**src/rtl/jt1942_sdram_prog.sv**
```systemverilog
// Buffers ROM-download byte strikes in a small FIFO and replays them to the SDRAM
// controller over a req/ack handshake; flags completion once the download is fully committed.
//   state | meaning
//   IDLE  | waiting for a queued strike
//   REQ   | write request held until the controller acks
//   GAP   | one dead cycle between writes
module jt1942_sdram_prog #(
    parameter int AW         = 22,
    parameter int DEPTH_LOG2 = 2
) (
    input  logic          clk_rom,
    input  logic          rst,
    input  logic          downloading,
    input  logic [AW-1:0] prog_addr,
    input  logic [7:0]    prog_data,
    input  logic [1:0]    prog_mask,
    input  logic          prog_we,
    output logic          sdram_req,
    input  logic          sdram_ack,
    output logic [AW-1:0] sdram_addr,
    output logic [15:0]   sdram_din,
    output logic [1:0]    sdram_dqm,
    output logic          prog_busy,
    output logic          prog_done,
    output logic          overflow
);

    localparam int DEPTH = 1 << DEPTH_LOG2;
    localparam int EW    = AW + 10;
    localparam logic [DEPTH_LOG2:0] FULL_CNT = (DEPTH_LOG2 + 1)'(DEPTH);

    typedef enum logic [1:0] {IDLE, REQ, GAP} state_t;

    state_t                state, state_nxt;
    logic [EW-1:0]         mem [DEPTH];
    logic [EW-1:0]         head;
    logic [DEPTH_LOG2-1:0] wr_ptr, rd_ptr;
    logic [DEPTH_LOG2:0]   count;
    logic                  prog_we_l, dl_l, armed;
    logic                  strike, push, pop, full, not_empty, load;

    assign strike    = prog_we & ~prog_we_l & (prog_mask != 2'b11);
    assign full      = (count == FULL_CNT);
    assign not_empty = (count != '0);
    assign head      = mem[rd_ptr];
    // A pop frees the head slot in the same cycle, so a full FIFO still accepts the push.
    assign push      = strike & (~full | pop);

    always_ff @(posedge clk_rom) begin
        if (push) mem[wr_ptr] <= {prog_addr, prog_data, prog_mask};
    end

    always_ff @(posedge clk_rom) begin
        if (rst) begin
            wr_ptr    <= '0;
            rd_ptr    <= '0;
            count     <= '0;
            overflow  <= 1'b0;
            prog_we_l <= 1'b0;
        end else begin
            prog_we_l <= prog_we;
            if (push) wr_ptr <= wr_ptr + 1'b1;
            if (pop)  rd_ptr <= rd_ptr + 1'b1;
            if (push & ~pop)      count <= count + 1'b1;
            else if (~push & pop) count <= count - 1'b1;
            if (strike & full & ~pop) overflow <= 1'b1;
        end
    end

    always_ff @(posedge clk_rom) begin
        if (rst) state <= IDLE;
        else     state <= state_nxt;
    end

    always_comb begin
        state_nxt = state;
        case (state)
            IDLE:    if (not_empty) state_nxt = REQ;
            REQ:     if (sdram_ack) state_nxt = GAP;
            GAP:     state_nxt = IDLE;
            default: state_nxt = IDLE;
        endcase
    end

    always_comb begin
        load = (state == IDLE) & not_empty;
        pop  = (state == REQ) & sdram_ack;
    end

    always_ff @(posedge clk_rom) begin
        if (rst) begin
            sdram_req  <= 1'b0;
            sdram_addr <= '0;
            sdram_din  <= '0;
            sdram_dqm  <= 2'b11;
        end else begin
            sdram_req <= (state_nxt == REQ);
            if (load) begin
                sdram_addr <= head[EW-1:10];
                sdram_din  <= {head[9:2], head[9:2]};
                sdram_dqm  <= head[1:0];
            end
        end
    end

    // Completion is armed by the end of the download and waits for the queue to drain.
    always_ff @(posedge clk_rom) begin
        if (rst) begin
            prog_busy <= 1'b0;
            prog_done <= 1'b0;
            dl_l      <= 1'b0;
            armed     <= 1'b0;
        end else begin
            prog_busy <= not_empty | (state != IDLE);
            dl_l      <= downloading;
            if (downloading & ~dl_l) begin
                armed     <= 1'b0;
                prog_done <= 1'b0;
            end else if (dl_l & ~downloading) begin
                armed <= 1'b1;
            end else if (armed & ~prog_done & ~not_empty & (state == IDLE)) begin
                prog_done <= 1'b1;
            end
        end
    end

endmodule

```
**config.mk**
```make
export PLATFORM = sky130hd
export DESIGN_NAME = jt1942_sdram_prog
export DESIGN_NICKNAME = d
export VERILOG_FILES = /design/src/rtl/jt1942_sdram_prog.sv
export SDC_FILE = /design/constraint.sdc
export NUM_CORES = 1
export LEC_CHECK = 0
export CAP_MARGIN = 20
export CORE_ASPECT_RATIO = 2
export CORE_UTILIZATION = 59
export DETAILED_ROUTE_END_ITERATION = 10
export HOLD_SLACK_MARGIN = 0.12
export PLACE_DENSITY = 0.83
export SLEW_MARGIN = 25
export SYNTH_ARGS = -nofsm -noshare
export SYNTH_HDL_FRONTEND = slang
export SYNTH_SLANG_ARGS = --single-unit
```
**constraint.sdc**
```tcl
create_clock -name clk_rom -period 4.85 [get_ports clk_rom]
set_input_delay 0.7275 -clock clk_rom [delete_from_list [all_inputs] [get_ports clk_rom]]
set_output_delay 0.7275 -clock clk_rom [all_outputs]
set_load 0.005 [all_outputs]
```
==> flow_summary.toml, run 1 <==
[placed_design]
dp_hpwl_mm = 6.90
dpl.cell_count = 526
place.gp.congestion = 0.759
io_buffers = 80

[critical_path]
crit_required_ns = 5.20
start_kind = "input pin"
path_delay_family = "adder cells"
cp_cell_sequence = "clkdlybuf4s50_1, nand3b_1, a221oi_4, ha_1, inv_1, fa_1, xor2_1, or3_1, a21oi_1"
worst-path-max-fanout = 7
crit_path_top_delay_cell = "clkdlybuf4s50_1"
worst_setup_path_end_kind = "flip-flop"
critPathMaxStageDelay_ns = 0.51
cp.arrival_ns = 3.27
cp_num_buf_inv = 2
worstSetupPathType = "input pin to flip-flop"

[synth]
synth-warning-count = 0
synth-async-reset-ratio_pct = 0
synth_edf_count = 128
synth_area_leaders = "edfxtp_1 (60%), dfxtp_1 (16%), mux4_2 (11%)"
synth_top_area_cell = "edfxtp_1"
netlist_instances = 329
syn_avg_cell_area_um2 = 19.6
ys_types = 32
synth_top_area_share_pct = 59.8
syn-num-nets = 372
syn_area_mm2 = 0.00643
synthFlopType = "edfxtp_1"
synth-seq-cells = 178
seq_area_frac_synth_pct = 75.3

[clock_network]
clk_path_buf_depth = 2
clk_pin_slew_ns = 0.06
cts_tree = "yes"
clk_latency_ns = 0.42
numCtsBuffers = 17
root_buffer = "clkbuf_16"
h-tree-depth = 4
cts_setup_buffers = 0
clock-sinks = 178
cts_hold_buf = 0
cts_resized = 0

[die]
io_pins = 81
die_h_um = 150
die_area_mm2 = 0.0113
rows = 53
initial_core_util_pct = 61.0
die_w_um = 75.8
core-area_mm2 = 0.0105

[power]
p_per_area_mw_per_mm2 = 542
total_power_mw = 4.28
leakage_nw = 2.65
vdd_ir_drop_max_mv = 0.398

[finish]
drive_gt1_share_pct = 18.3
finalNetCount = 451
area_delta_synth_final_pct = 22.8
antenna_cells = 0
finalNonFillerCells = 558

[routing]
wl_per_cell_um = 20.9
num_vias = 3259
drc_errors = 0
drtIter0Drc = 209
drt-pass1-iter-count = 4
ant_nets = 0
vias_per_cell = 5.84
wl_mm = 11.6

[timing]
maxSlewHeadroom_pct = 39.8
finalHoldViolations = 0
worst_pin_slew_ns = 0.900
maxSlewViolCount = 0
fmax_mhz = 342
finClkSkew_ns = 0.00816
fin_tns_setup_ns = 0
finalSetupViolations = 0
period_minus_slack_ns = 2.92
rsz0062_at_grt = "false"
fin_crit_sh_pct = 60.2

[run_status]
status = "complete, no violations"

[global_route]
overflow = 0
antenna_found_initial = 0
grt_pass1_wl_mm = 18.3
grt_max_degree = 33
grt.total_usage_pct = 23.5
grt_pass1_vias = 3445

[hold_path]
hp-class = "flip-flop to flip-flop"

[job]
maxCapViolCount = 0
## flip-flops by register name, summed over array words and instances, names as in the netlist, 2 cells and up, named ones only
name and flops:
wr_ptr 2, state 2, rd_ptr 2, mem 128
sdram_dqm 2, count 3, sdram_din 8, sdram_addr 22
## cell usage after synthesis (2+ instances only)
cell type / instances
nor2_1: 12
mux2i_1: 2
or3_1: 2
inv_1: 4
buf_2: 3
ha_1: 5
a41oi_1: 2
and3_1: 2
nand2b_1: 4
clkbuf_1: 8
nor2b_1: 2
buf_4: 10
xor2_1: 4
dfxtp_1: 50
and2_1: 4
buf_6: 2
a21oi_1: 6
nand2_1: 3
mux4_2: 32
a22o_1: 30
a211o_1: 2
nor3_1: 2
edfxtp_1: 128
o21ai_0: 2
## placed cells by master (no fill, tap or decap), types with 2 or more instances in the layout
cell / count
nor3_1: 2
nand2b_1: 4
clkbuf_16: 17
nor2b_1: 2
a41oi_1: 2
nand2_1: 3
a21oi_1: 5
dfxtp_2: 2
and2_2: 4
dfxtp_1: 48
or3_1: 2
buf_4: 3
bufinv_16: 2
ha_1: 5
and3_1: 2
a22o_1: 30
clkdlybuf4s50_1: 80
clkinv_2: 4
xor2_1: 4
mux4_2: 32
edfxtp_1: 128
clkbuf_8: 2
clkinv_4: 6
a211o_1: 2
o21ai_0: 2
mux2i_1: 2
inv_1: 4
nor2_1: 12
## kinds of logic (layout without fill, tap and decap cells)
| group | Yosys count | in the layout | share of synthesized area (%) |
|---|---|---|---|
| compound gates | 43 | 43 | 5.66 |
| simple gates | 36 | 36 | 3.00 |
| mux | 35 | 35 | 11.7 |
| buf+inv | 27 | 119 | 2.45 |
| flops | 178 | 178 | 75.3 |
| xor+xnor | 4 | 4 | 0.545 |
| fa+ha+maj | 6 | 6 | 1.28 |
## metrics by stage
stage	instance area (um2)	setup WS, ns	util [%]	hold slack, ns
3_3_place_gp	7310	1.68	69.3	0.455
6_report	7900	1.93	74.9	0.479
4_1_cts	7900	1.96	74.9	0.483
5_1_grt	7900	1.79	74.9	0.492
3_5_place_dp	7310	1.54	69.3	0.466
2_1_floorplan	6430	2.28	-	0.453
## path summary, 6_finish.rpt
check	slack [ns]	to	cells past startpoint	from
max	1.93	count[2]	9	sdram_ack
min	0.48	sdram_dqm[1]	1	sdram_dqm[1]
max reg2reg	2.30	count[2]	8	state[0]
min reg2reg	0.48	sdram_dqm[1]	1	sdram_dqm[1]
## where the power goes
group | switching, mW | leakage (nW) | total [mW] | internal (mW)
registers | 0.142 | 1.57 | 2.00 | 1.86
clock network | 0.544 | 0.294 | 1.33 | 0.784
logic | 0.395 | 0.782 | 0.953 | 0.558
## per-layer routing
metal	vias up	global-route usage, %	share of wire, %
met1	1661	27.9	37
li1	1469	-	-
met3	24	6.20	3.5
met2	105	39.0	57
met5	-	0	0
met4	0	10.9	2.3
## layout make-up
| type | count | area, um2 |
|---|---|---|
| clock inverter | 13 | 136 |
| inverter | 4 | 15.0 |
| multi-input combinational | 124 | 1450 |
| timing repair buffer | 83 | 823 |
| clock buffer | 19 | 453 |
| fill | 593 | 2650 |
| tap | 137 | 171 |
| sequential | 178 | 4850 |
(Power assumes the default switching activity.)
==> inputs of run 2 (changes only) <==
--- a/config.mk
+++ b/config.mk
@@ -7,10 +7,10 @@
 export LEC_CHECK = 0
 export CAP_MARGIN = 20
 export CORE_ASPECT_RATIO = 2
-export CORE_UTILIZATION = 59
+export CORE_UTILIZATION = 49
 export DETAILED_ROUTE_END_ITERATION = 10
 export HOLD_SLACK_MARGIN = 0.12
-export PLACE_DENSITY = 0.83
+export PLACE_DENSITY = 0.74
 export SLEW_MARGIN = 25
 export SYNTH_ARGS = -nofsm -noshare
 export SYNTH_HDL_FRONTEND = slang
==> constraint.sdc (replaced) <==
create_clock -name clk_rom -period 2.36 [get_ports clk_rom]
set_input_delay 0.354 -clock clk_rom [delete_from_list [all_inputs] [get_ports clk_rom]]
set_output_delay 0.354 -clock clk_rom [all_outputs]
set_load 0.005 [all_outputs]
==> run 2 against run 1 <==
- final cell count is 5.2% higher
- worst hold slack worse by 0.0018 ns
- first-iteration DRC count decreased by 8.1%
- clock skew increased by 0.0020 ns
- global-route usage shrank 5.6 points
- worst setup slack got worse by 1.7 ns
- sequential power up 100%
- count of clock-buffer cells in the layout up 1
- sequential share of layout area decreased by 1.3 points
- register-to-register slack worse by 2.1 ns
- clock power is 98% higher
- largest power group unchanged
- highest routed layer unchanged
==> flow_summary.toml, run 2 (synthesis gave the netlist of run 1 again) <==
[run_status]
status = "complete, no violations"

[finish]
finalNetCount = 467
area_delta_synth_final_pct = 25.5
largest_reg_flops = 128
antenna_cells = 0
final_util_pct = 63.5
final_common_cell = "edfxtp_1"
multi_input_area_mm2 = 0.00145
reg.largest.list = "mem: 128 flops, sdram_addr: 22 flops, sdram_din: 8 flops"
fillers = 850
seq_area_mm2 = 0.00485
final_cell_mix = "edfxtp_1 (128), clkdlybuf4s50_1 (80), dfxtp_1 (48)"
regMostFlops = "mem"
final_area_mm2 = 0.00807
drive_gt1_share_pct = 21.1

[critical_path]
cp_cell_sequence = "nand3b_1, a221oi_4, ha_1, inv_1, fa_1, xor2_1, or3_1, a21oi_1"
cp.arrival_ns = 2.53
cp_num_buf_inv = 1
path_delay_family = "adder cells"
start_kind = "flip-flop"
reg2reg_slack_ns = 0.19
worst_setup_path_end_kind = "flip-flop"
crit_path_top_delay_cell = "dfxtp_1"
worstSetupPathType = "flip-flop to flip-flop"
crit_required_ns = 2.72
worst-path-max-fanout = 5
critPathMaxStageDelay_ns = 0.41

[routing]
wl_per_cell_um = 19.3
drt-pass1-iter-count = 4
num_vias = 3275
wl_mm = 11.3
ant_nets = 0
drc_errors = 0
drtIter0Drc = 192
vias_per_cell = 5.58

[timing]
finalSetupViolations = 0
finClkSkew_ns = 0.0102
rsz0062_at_grt = "false"
maxSlewHeadroom_pct = 65.3
holdWs_ns = 0.477
worst_pin_slew_ns = 0.516
maxSlewViolCount = 0
finalHoldViolations = 0
period_minus_slack_ns = 2.17
fmax_mhz = 460
fin_crit_sh_pct = 92.1

[clock_network]
numCtsBuffers = 17
clock-sinks = 178
cts_setup_buffers = 0
h-tree-depth = 4
clk_path_buf_depth = 2
root_buffer = "clkbuf_16"
cts_hold_buf = 0
cts_tree = "yes"
clk_latency_ns = 0.42
clk_pin_slew_ns = 0.06
cts_resized = 0

[power]
vdd_ir_drop_max_mv = 0.674
p_per_area_mw_per_mm2 = 1080
leakage_nw = 2.73

[global_route]
overflow = 0
grt.total_usage_pct = 17.9
grt_pass1_wl_mm = 18.0
grt_max_degree = 33
antenna_found_initial = 0
grt_pass1_vias = 3467

[placed_design]
dp_hpwl_mm = 7.12
place.gp.congestion = 0.794
dpl_cell_area_mm2 = 0.00751
io_buffers = 80

[die]
rows = 58
core-area_mm2 = 0.0127
io_pins = 81
die_h_um = 164
die_area_mm2 = 0.0136
die_w_um = 83.0
initial_core_util_pct = 50.7

[hold_path]
hp-class = "flip-flop to flip-flop"

[job]
maxCapViolCount = 0
run 2: cell types whose count changed in the layout (fill, tap and decap cells not counted), sizes merged:
| cell | before | now |
|---|---|---|
| buf | 3 | 19 |
| bufinv | 2 | 1 |
| clkbuf | 19 | 20 |
| clkinv | 11 | 7 |
| clkinvlp | 0 | 1 |
| inv | 4 | 7 |
run 2: worst paths after layout:
| check | startpoint | end | cells past startpoint |
|---|---|---|---|
| setup reg to reg | state[0] | count[2] | 8 |
| hold reg to reg | sdram_addr[4] | sdram_addr[4] | 1 |
| setup / recovery | state[0] | count[2] | 8 |
| hold / removal | sdram_addr[4] | sdram_addr[4] | 1 |
run 2: layout make-up:
class	count	area share, %
Clock inverter	12	1.30
Sequential cell	178	60.1
Tap cell	150	2.33
Multi-Input combinational cell	124	18.0
Timing Repair Buffer	99	12.5
Clock buffer	20	5.66
Inverter	4	0.186
run 2: layer usage:
metal | track usage [%] | wire [um]
met5 | 0 | 0
met3 | 4.87 | 414
met1 | 20.1 | 4320
met2 | 32.1 | 6410
met4 | 7.29 | 171
run 2: power by group:
group,internal (mW),leakage (nW),switching (mW)
clock,1.51,0.278,1.12
combinational,1.20,0.877,0.824
sequential,3.81,1.57,0.255
total,6.52,2.73,2.20
run 2: per-stage QoR:
| step | setup slack, ns | TNS [ns] | std cells | power (mW) |
|---|---|---|---|---|
| global route | 0.0224 | 0 | 587 | 9.14 |
| detailed placement | -0.220 | -0.220 | 555 | 6.19 |
| global placement | -0.191 | -0.191 | 555 | 6.12 |
| floorplan | 0.121 | 0 | 329 | 5.17 |
| CTS | 0.183 | 0 | 587 | 8.82 |
| finish | 0.187 | 0 | 587 | 8.73 |
